`config.mk`:
```
export PLATFORM = sky130hd
export DESIGN_NAME = stall_buffer_fifo_flat
export DESIGN_NICKNAME = d
export VERILOG_FILES = /design/src/rtl/stall_buffer_fifo_if.sv /design/src/rtl/stall_buffer_fifo.sv /design/src/flat_wrapper.sv
export SDC_FILE = /design/constraint.sdc
export NUM_CORES = 1
export LEC_CHECK = 0
export CAP_MARGIN = 20
export CORE_MARGIN = 1.5
export CORE_UTILIZATION = 50
export DETAILED_ROUTE_END_ITERATION = 6
export GPL_ROUTABILITY_DRIVEN = 0
export GPL_TIMING_DRIVEN = 0
export PLACE_DENSITY = 0.73
export RECOVER_POWER = 50
export SLEW_MARGIN = 15
export SYNTH_ARGS = -nofsm -noshare
export SYNTH_HDL_FRONTEND = slang
export SYNTH_SLANG_ARGS = --single-unit
```
`constraint.sdc`:
```
create_clock -name clk -period 11.2 [get_ports clk]
set_input_delay 1.68 -clock clk [delete_from_list [all_inputs] [get_ports clk]]
set_output_delay 1.68 -clock clk [all_outputs]
set_load 0.1 [all_outputs]
```
`src/rtl/stall_buffer_fifo_if.sv`:
```
// stall_buffer_fifo_if
// Handshake/bus bundle between the upstream pipeline register (master) and
// the stall buffer (slave).
//   flush        : synchronous clear request (mispredict / exception recovery)
//   inputs, enq  : enqueue data and request
//   deq          : dequeue request (pops the word currently on outputs)
//   outputs      : head entry, zero when empty
//   buffer_empty, buffer_full, almost_full, count : occupancy status
//   overflow, underflow : sticky error flags
interface stall_buffer_fifo_if #(
    parameter int WIDTH = 32,
    parameter int DEPTH = 4
);
    localparam int CW = $clog2(DEPTH + 1);

    logic             flush;
    logic [WIDTH-1:0] inputs;
    logic             enq;
    logic             deq;
    logic [WIDTH-1:0] outputs;
    logic             buffer_empty;
    logic             buffer_full;
    logic             almost_full;
    logic [CW-1:0]    count;
    logic             overflow;
    logic             underflow;

    modport master (
        output flush, inputs, enq, deq,
        input  outputs, buffer_empty, buffer_full, almost_full, count,
               overflow, underflow
    );

    modport slave (
        input  flush, inputs, enq, deq,
        output outputs, buffer_empty, buffer_full, almost_full, count,
               overflow, underflow
    );
endinterface

```
`src/rtl/stall_buffer_fifo.sv`:
```
// stall_buffer_fifo
// First-word-fall-through FIFO holding instructions/operands while the
// downstream stage stalls. Circular pointers wrap explicitly, so DEPTH need
// not be a power of two.
//   clk   : rising-edge clock
//   reset : asynchronous active-high clear of all state
//   bus   : stall_buffer_fifo_if slave modport (data, handshake, status)
module stall_buffer_fifo #(
    parameter int WIDTH        = 32,
    parameter int DEPTH        = 4,
    parameter int AFULL_THRESH = DEPTH - 1
) (
    input  logic               clk,
    input  logic               reset,
    stall_buffer_fifo_if.slave bus
);
    localparam int PW = $clog2(DEPTH);
    localparam int CW = $clog2(DEPTH + 1);

    logic [WIDTH-1:0] mem [DEPTH];
    logic [PW-1:0]    wr_ptr;
    logic [PW-1:0]    rd_ptr;
    logic [CW-1:0]    count_q;
    logic             overflow_q;
    logic             underflow_q;

    logic is_empty;
    logic is_full;
    logic do_enq;
    logic do_deq;

    assign is_empty = (count_q == '0);
    assign is_full  = (count_q == CW'(DEPTH));

    // When full, a simultaneous deq frees the slot the enq writes into.
    assign do_enq = bus.enq && (!is_full || bus.deq);
    assign do_deq = bus.deq && !is_empty;

    function automatic logic [PW-1:0] next_ptr(input logic [PW-1:0] p);
        return (p == PW'(DEPTH - 1)) ? '0 : p + PW'(1);
    endfunction

    always_ff @(posedge clk or posedge reset) begin
        if (reset) begin
            for (int i = 0; i < DEPTH; i++) mem[i] <= '0;
            wr_ptr      <= '0;
            rd_ptr      <= '0;
            count_q     <= '0;
            overflow_q  <= 1'b0;
            underflow_q <= 1'b0;
        end else if (bus.flush) begin
            for (int i = 0; i < DEPTH; i++) mem[i] <= '0;
            wr_ptr      <= '0;
            rd_ptr      <= '0;
            count_q     <= '0;
            overflow_q  <= 1'b0;
            underflow_q <= 1'b0;
        end else begin
            if (do_deq) begin
                mem[rd_ptr] <= '0;
                rd_ptr      <= next_ptr(rd_ptr);
            end
            // Placed after the clear so that at full (wr_ptr == rd_ptr)
            // the new word wins over the zeroing of the popped slot.
            if (do_enq) begin
                mem[wr_ptr] <= bus.inputs;
                wr_ptr      <= next_ptr(wr_ptr);
            end
            if (do_enq && !do_deq)
                count_q <= count_q + CW'(1);
            else if (do_deq && !do_enq)
                count_q <= count_q - CW'(1);
            if (bus.enq && !do_enq)
                overflow_q <= 1'b1;
            if (bus.deq && !do_deq)
                underflow_q <= 1'b1;
        end
    end

    assign bus.outputs      = is_empty ? '0 : mem[rd_ptr];
    assign bus.buffer_empty = is_empty;
    assign bus.buffer_full  = is_full;
    assign bus.almost_full  = (count_q >= CW'(AFULL_THRESH));
    assign bus.count        = count_q;
    assign bus.overflow     = overflow_q;
    assign bus.underflow    = underflow_q;
endmodule

```
`src/flat_wrapper.sv`:
```
// flat-port wrapper written by rule: the top's interface ports become plain ports
module stall_buffer_fifo_flat 
#(
    parameter int WIDTH        = 32,
    parameter int DEPTH        = 4,
    parameter int AFULL_THRESH = DEPTH - 1
)
  (clk, reset, bus_flush, bus_inputs, bus_enq, bus_deq, bus_outputs, bus_buffer_empty, bus_buffer_full, bus_almost_full, bus_count, bus_overflow, bus_underflow);
  stall_buffer_fifo_if #(.WIDTH(WIDTH), .DEPTH(DEPTH)) bus_i ();
  input  logic clk;
  input  logic reset;
  input wire logic [$bits(bus_i.flush)-1:0] bus_flush;
  input wire logic [$bits(bus_i.inputs)-1:0] bus_inputs;
  input wire logic [$bits(bus_i.enq)-1:0] bus_enq;
  input wire logic [$bits(bus_i.deq)-1:0] bus_deq;
  output wire logic [$bits(bus_i.outputs)-1:0] bus_outputs;
  output wire logic [$bits(bus_i.buffer_empty)-1:0] bus_buffer_empty;
  output wire logic [$bits(bus_i.buffer_full)-1:0] bus_buffer_full;
  output wire logic [$bits(bus_i.almost_full)-1:0] bus_almost_full;
  output wire logic [$bits(bus_i.count)-1:0] bus_count;
  output wire logic [$bits(bus_i.overflow)-1:0] bus_overflow;
  output wire logic [$bits(bus_i.underflow)-1:0] bus_underflow;
  assign bus_i.flush = bus_flush;
  assign bus_i.inputs = bus_inputs;
  assign bus_i.enq = bus_enq;
  assign bus_i.deq = bus_deq;
  assign bus_outputs = bus_i.outputs;
  assign bus_buffer_empty = bus_i.buffer_empty;
  assign bus_buffer_full = bus_i.buffer_full;
  assign bus_almost_full = bus_i.almost_full;
  assign bus_count = bus_i.count;
  assign bus_overflow = bus_i.overflow;
  assign bus_underflow = bus_i.underflow;
  stall_buffer_fifo #(.WIDTH(WIDTH), .DEPTH(DEPTH), .AFULL_THRESH(AFULL_THRESH)) u_core (.clk(clk), .reset(reset), .bus(bus_i));
endmodule
```
==> impl_metrics.json <==
{
  "cts_num_sinks": 137,
  "maxSlewViolCount": 59,
  "max-vdd-ir-drop_v": 0.000126,
  "status": "finished with violations",
  "reg2reg_slack_ns": 8.13,
  "htree_levels": 4,
  "cp_max_fo": 10,
  "yosysTopAreaCell": "dfrtp_1",
  "synth-edff-count": 0,
  "reg2regPathDepth": 9,
  "grt_max_degree": 80,
  "yosys.cell_types.count": 31,
  "crit_path_cell_trace": "clkbuf_1 > or3_1 > clkbuf_1 > clkbuf_1 > and2_1 > clkdlybuf4s50_1",
  "synth_cells": 651,
  "cellPowerDensity_mw_per_mm2": 228,
  "nets": 792,
  "seq_area_frac_synth_pct": 47.3,
  "synth_area_sq_mm": 0.00725,
  "finalCritPeriodShare_pct": 46.2,
  "synthTopCellsByArea": "dfrtp_1, a211oi_1, a22oi_1",
  "routed_via_density": 6.70,
  "worstSkewPairLatency_ns": 0.43,
  "critPathKind": "flip-flop to output port",
  "grt_pass1_vias": 6469,
  "cp_data_arrival_time_ns": 3.50,
  "dp_hpwl_mm": 14.1,
  "grt_antenna_before_repair": 0,
  "required_ns": 9.52,
  "fill_cells": 1125,
  "yosysTopAreaCellShare_pct": 47.3,
  "critPathLaunchType": "flip-flop",
  "hold_class": "flip-flop to flip-flop",
  "pwr-share-clk_pct": 27.3,
  "syn_nets": 697,
  "place_inst": 907,
  "tns_ns": 0,
  "crit_family": "buffers and inverters",
  "cpMostUsedCell": "clkbuf_1",
  "rsz0062_at_grt": "no",
  "holdPathStages": 2,
  "tightest_slew_ns": 2.68,
  "die_x_um": 123,
  "fmax_mhz": 193,
  "grt_overflow_total": 0,
  "die_area_sq_mm": 0.0152,
  "cp_num_cells": 6,
  "cts-root-buf": "clkbuf_16",
  "cp.buffers_inverters": 4,
  "finalCriticalPeriod_ns": 5.18,
  "grt_pass1_wl_mm": 34.1,
  "setup_viol": 0,
  "core_sq_mm": 0.0140,
  "cpPeakStageDelay_ns": 1.14,
  "drive_above_1_share_pct": 10.9,
  "synth-main-ff-cell": "dfrtp_1",
  "p_sw_w": 0.000880,
  "initial_core_util_pct": 51.8,
  "post_cts.repair.setup_buffers": 0,
  "grtUsageTotal_pct": 30.0,
  "violations": "max-capacitance violations, max-slew violations",
  "routed_wl_mm": 21.7,
  "io_buffers": 75,
  "ios": 77,
  "path_clk_slew_ns": 0.06,
  "cts_tree": "done",
  "avgSynthCellArea_sq_um": 11.1,
  "seqCellArea_sq_mm": 0.00343,
  "routedWlPerCell_um": 23.1,
  "fin_cells": 939,
  "ys_seq_elements": 137,
  "p_comb_share_pct": 44.1,
  "hold_violations": 0,
  "via_count": 6292,
  "ant_nets": 0,
  "p_leak_nw": 3.49,
  "p_sw_share_pct": 43.7,
  "async_flop_share_pct": 100,
  "firstDrtPassIters": 7,
  "crit_path_top_delay_cell": "clkdlybuf4s50_1",
  "synth_warnings": 0,
  "maxSlewHeadroom_pct": -79.9,
  "p_seq_share_pct": 28.6,
  "syn_to_final_growth_pct": 21.7,
  "fin_skew_ns": 0.00779,
  "maxCapViolCount": 1,
  "drt_iter0_markers": 863,
  "post_cts_resized": 0,
  "diodes": 0,
  "numCtsBuffers": 17,
  "cts_hold_buf": 0,
  "num_rows": 43,
  "die_h_um": 123,
  "clock_path_buffers": 2,
  "multi_input_area_sq_mm": 0.00330,
  "drc_errors": 0,
  "internal-power_w": 0.00113,
  "cp-end-kind": "output port"
}
-- power groups by stage --
stage               combinational (W)  sequential [W]  clock (W)
finish                       0.000887        0.000576   0.000550
global route                 0.000937        0.000581   0.000572
CTS                          0.000885        0.000575   0.000551
detailed placement           0.000882        0.000582          0
global placement             0.000865        0.000580          0
floorplan                    0.000619        0.000617          0
-- worst paths after layout --
path	endpoint	from
hold reg to reg	u_core.bus.underflow	u_core.bus.underflow
max in group asynchronous	u_core.mem[67]	reset
hold / removal	u_core.bus.underflow	u_core.bus.underflow
setup / recovery	bus_outputs[18]	u_core.bus.count[1]
setup reg to reg	u_core.bus.count[2]	u_core.bus.count[0]
min in group asynchronous	u_core.mem[26]	reset
-- kinds of logic after synthesis --
logic type,Yosys count,share of synthesized area (%)
AND/OR/NAND/NOR,63,5.15
XOR/XNOR,1,0.121
AO/OA/AOI/OAI,275,28.3
multiplexers,34,10.3
flip-flops,137,47.3
buffers and inverters,132,7.20
adder cells (fa/ha/maj),9,1.66
-- registers in the layout, indices dropped and copies added (netlist names) --
| register | flops |
|---|---|
| u_core.rd_ptr | 2 |
| u_core.wr_ptr | 2 |
| u_core.bus.count | 3 |
| u_core.bus.underflow | 1 |
| u_core.mem | 128 |
| u_core.bus.overflow | 1 |
-- synth_stat cells (all sizes together) (2+ instances only) --
cell type / count
a211oi: 129
or3: 3
and2: 41
mux2: 2
nand3: 2
nand2: 2
a21oi: 6
ha: 8
o21ai: 2
o311ai: 4
dfrtp: 137
mux4: 32
buf: 21
nor2: 9
clkbuf: 70
a22oi: 128
inv: 41
-- placed cells by master, fill, tap and decap left out, types with 2 or more instances in the layout --
| cell | netlist | final |
|---|---|---|
| a21oi_1 | 6 | 6 |
| ha_1 | 8 | 8 |
| o311ai_1 | 4 | 4 |
| o21ai_0 | 2 | 2 |
| nand2_1 | 2 | 2 |
| buf_2 | 21 | 17 |
| a22oi_1 | 128 | 128 |
| clkinv_2 | 0 | 5 |
| a211oi_1 | 129 | 129 |
| dfrtp_1 | 137 | 137 |
| and2_1 | 41 | 40 |
| clkbuf_1 | 70 | 76 |
| inv_1 | 41 | 40 |
| clkbuf_16 | 0 | 17 |
| mux2_2 | 2 | 2 |
| nand3_1 | 2 | 2 |
| or3_1 | 3 | 3 |
| nor2_1 | 9 | 9 |
| dlygate4sd3_1 | 0 | 2 |
| clkinvlp_4 | 0 | 3 |
| clkdlybuf4s50_1 | 0 | 73 |
| bufinv_16 | 0 | 2 |
| mux4_2 | 32 | 32 |
-- per-stage QoR --
stage | hold slack [ns] | util, % | total power [W] | worst slack, ns | cell area, sq um
after detailed placement | 0.493 | 59.0 | 0.00146 | 6.51 | 8260
after global routing | 0.533 | 63.0 | 0.00209 | 5.86 | 8820
final | 0.496 | 63.0 | 0.00201 | 6.02 | 8820
after global placement | 0.483 | 58.8 | 0.00145 | 4.03 | 8220
after CTS | 0.505 | 63.1 | 0.00201 | 6.04 | 8830
after floorplan | 0.560 | - | 0.00124 | 5.85 | 7250
-- cell type report --
type                            count  share of cell area, %
Sequential cell                   137                   38.9
Multi-Input combinational cell    382                   37.4
Timing Repair Buffer               76                   8.83
Clock buffer                       20                   5.07
Buffer                             91                   4.12
Tap cell                          180                   2.55
Inverter                           41                   1.76
Clock inverter                     12                   1.42
-- routing by layer --
metal  global-route usage (%)  share of wire [%]  vias up
li1                         -                  -     2717
met1                     40.2                 40     3161
met2                     47.9                 49      361
met3                     6.41                8.9       53
met4                     12.1                2.3        0
met5                        0                  0        -
-- worst min-delay path, stage by stage, from the launching register on --
cell     delay (ns)
dfrtp_1        0.34
a21oi_1        0.04
nor2_1         0.07
(Power assumes the default switching activity.)
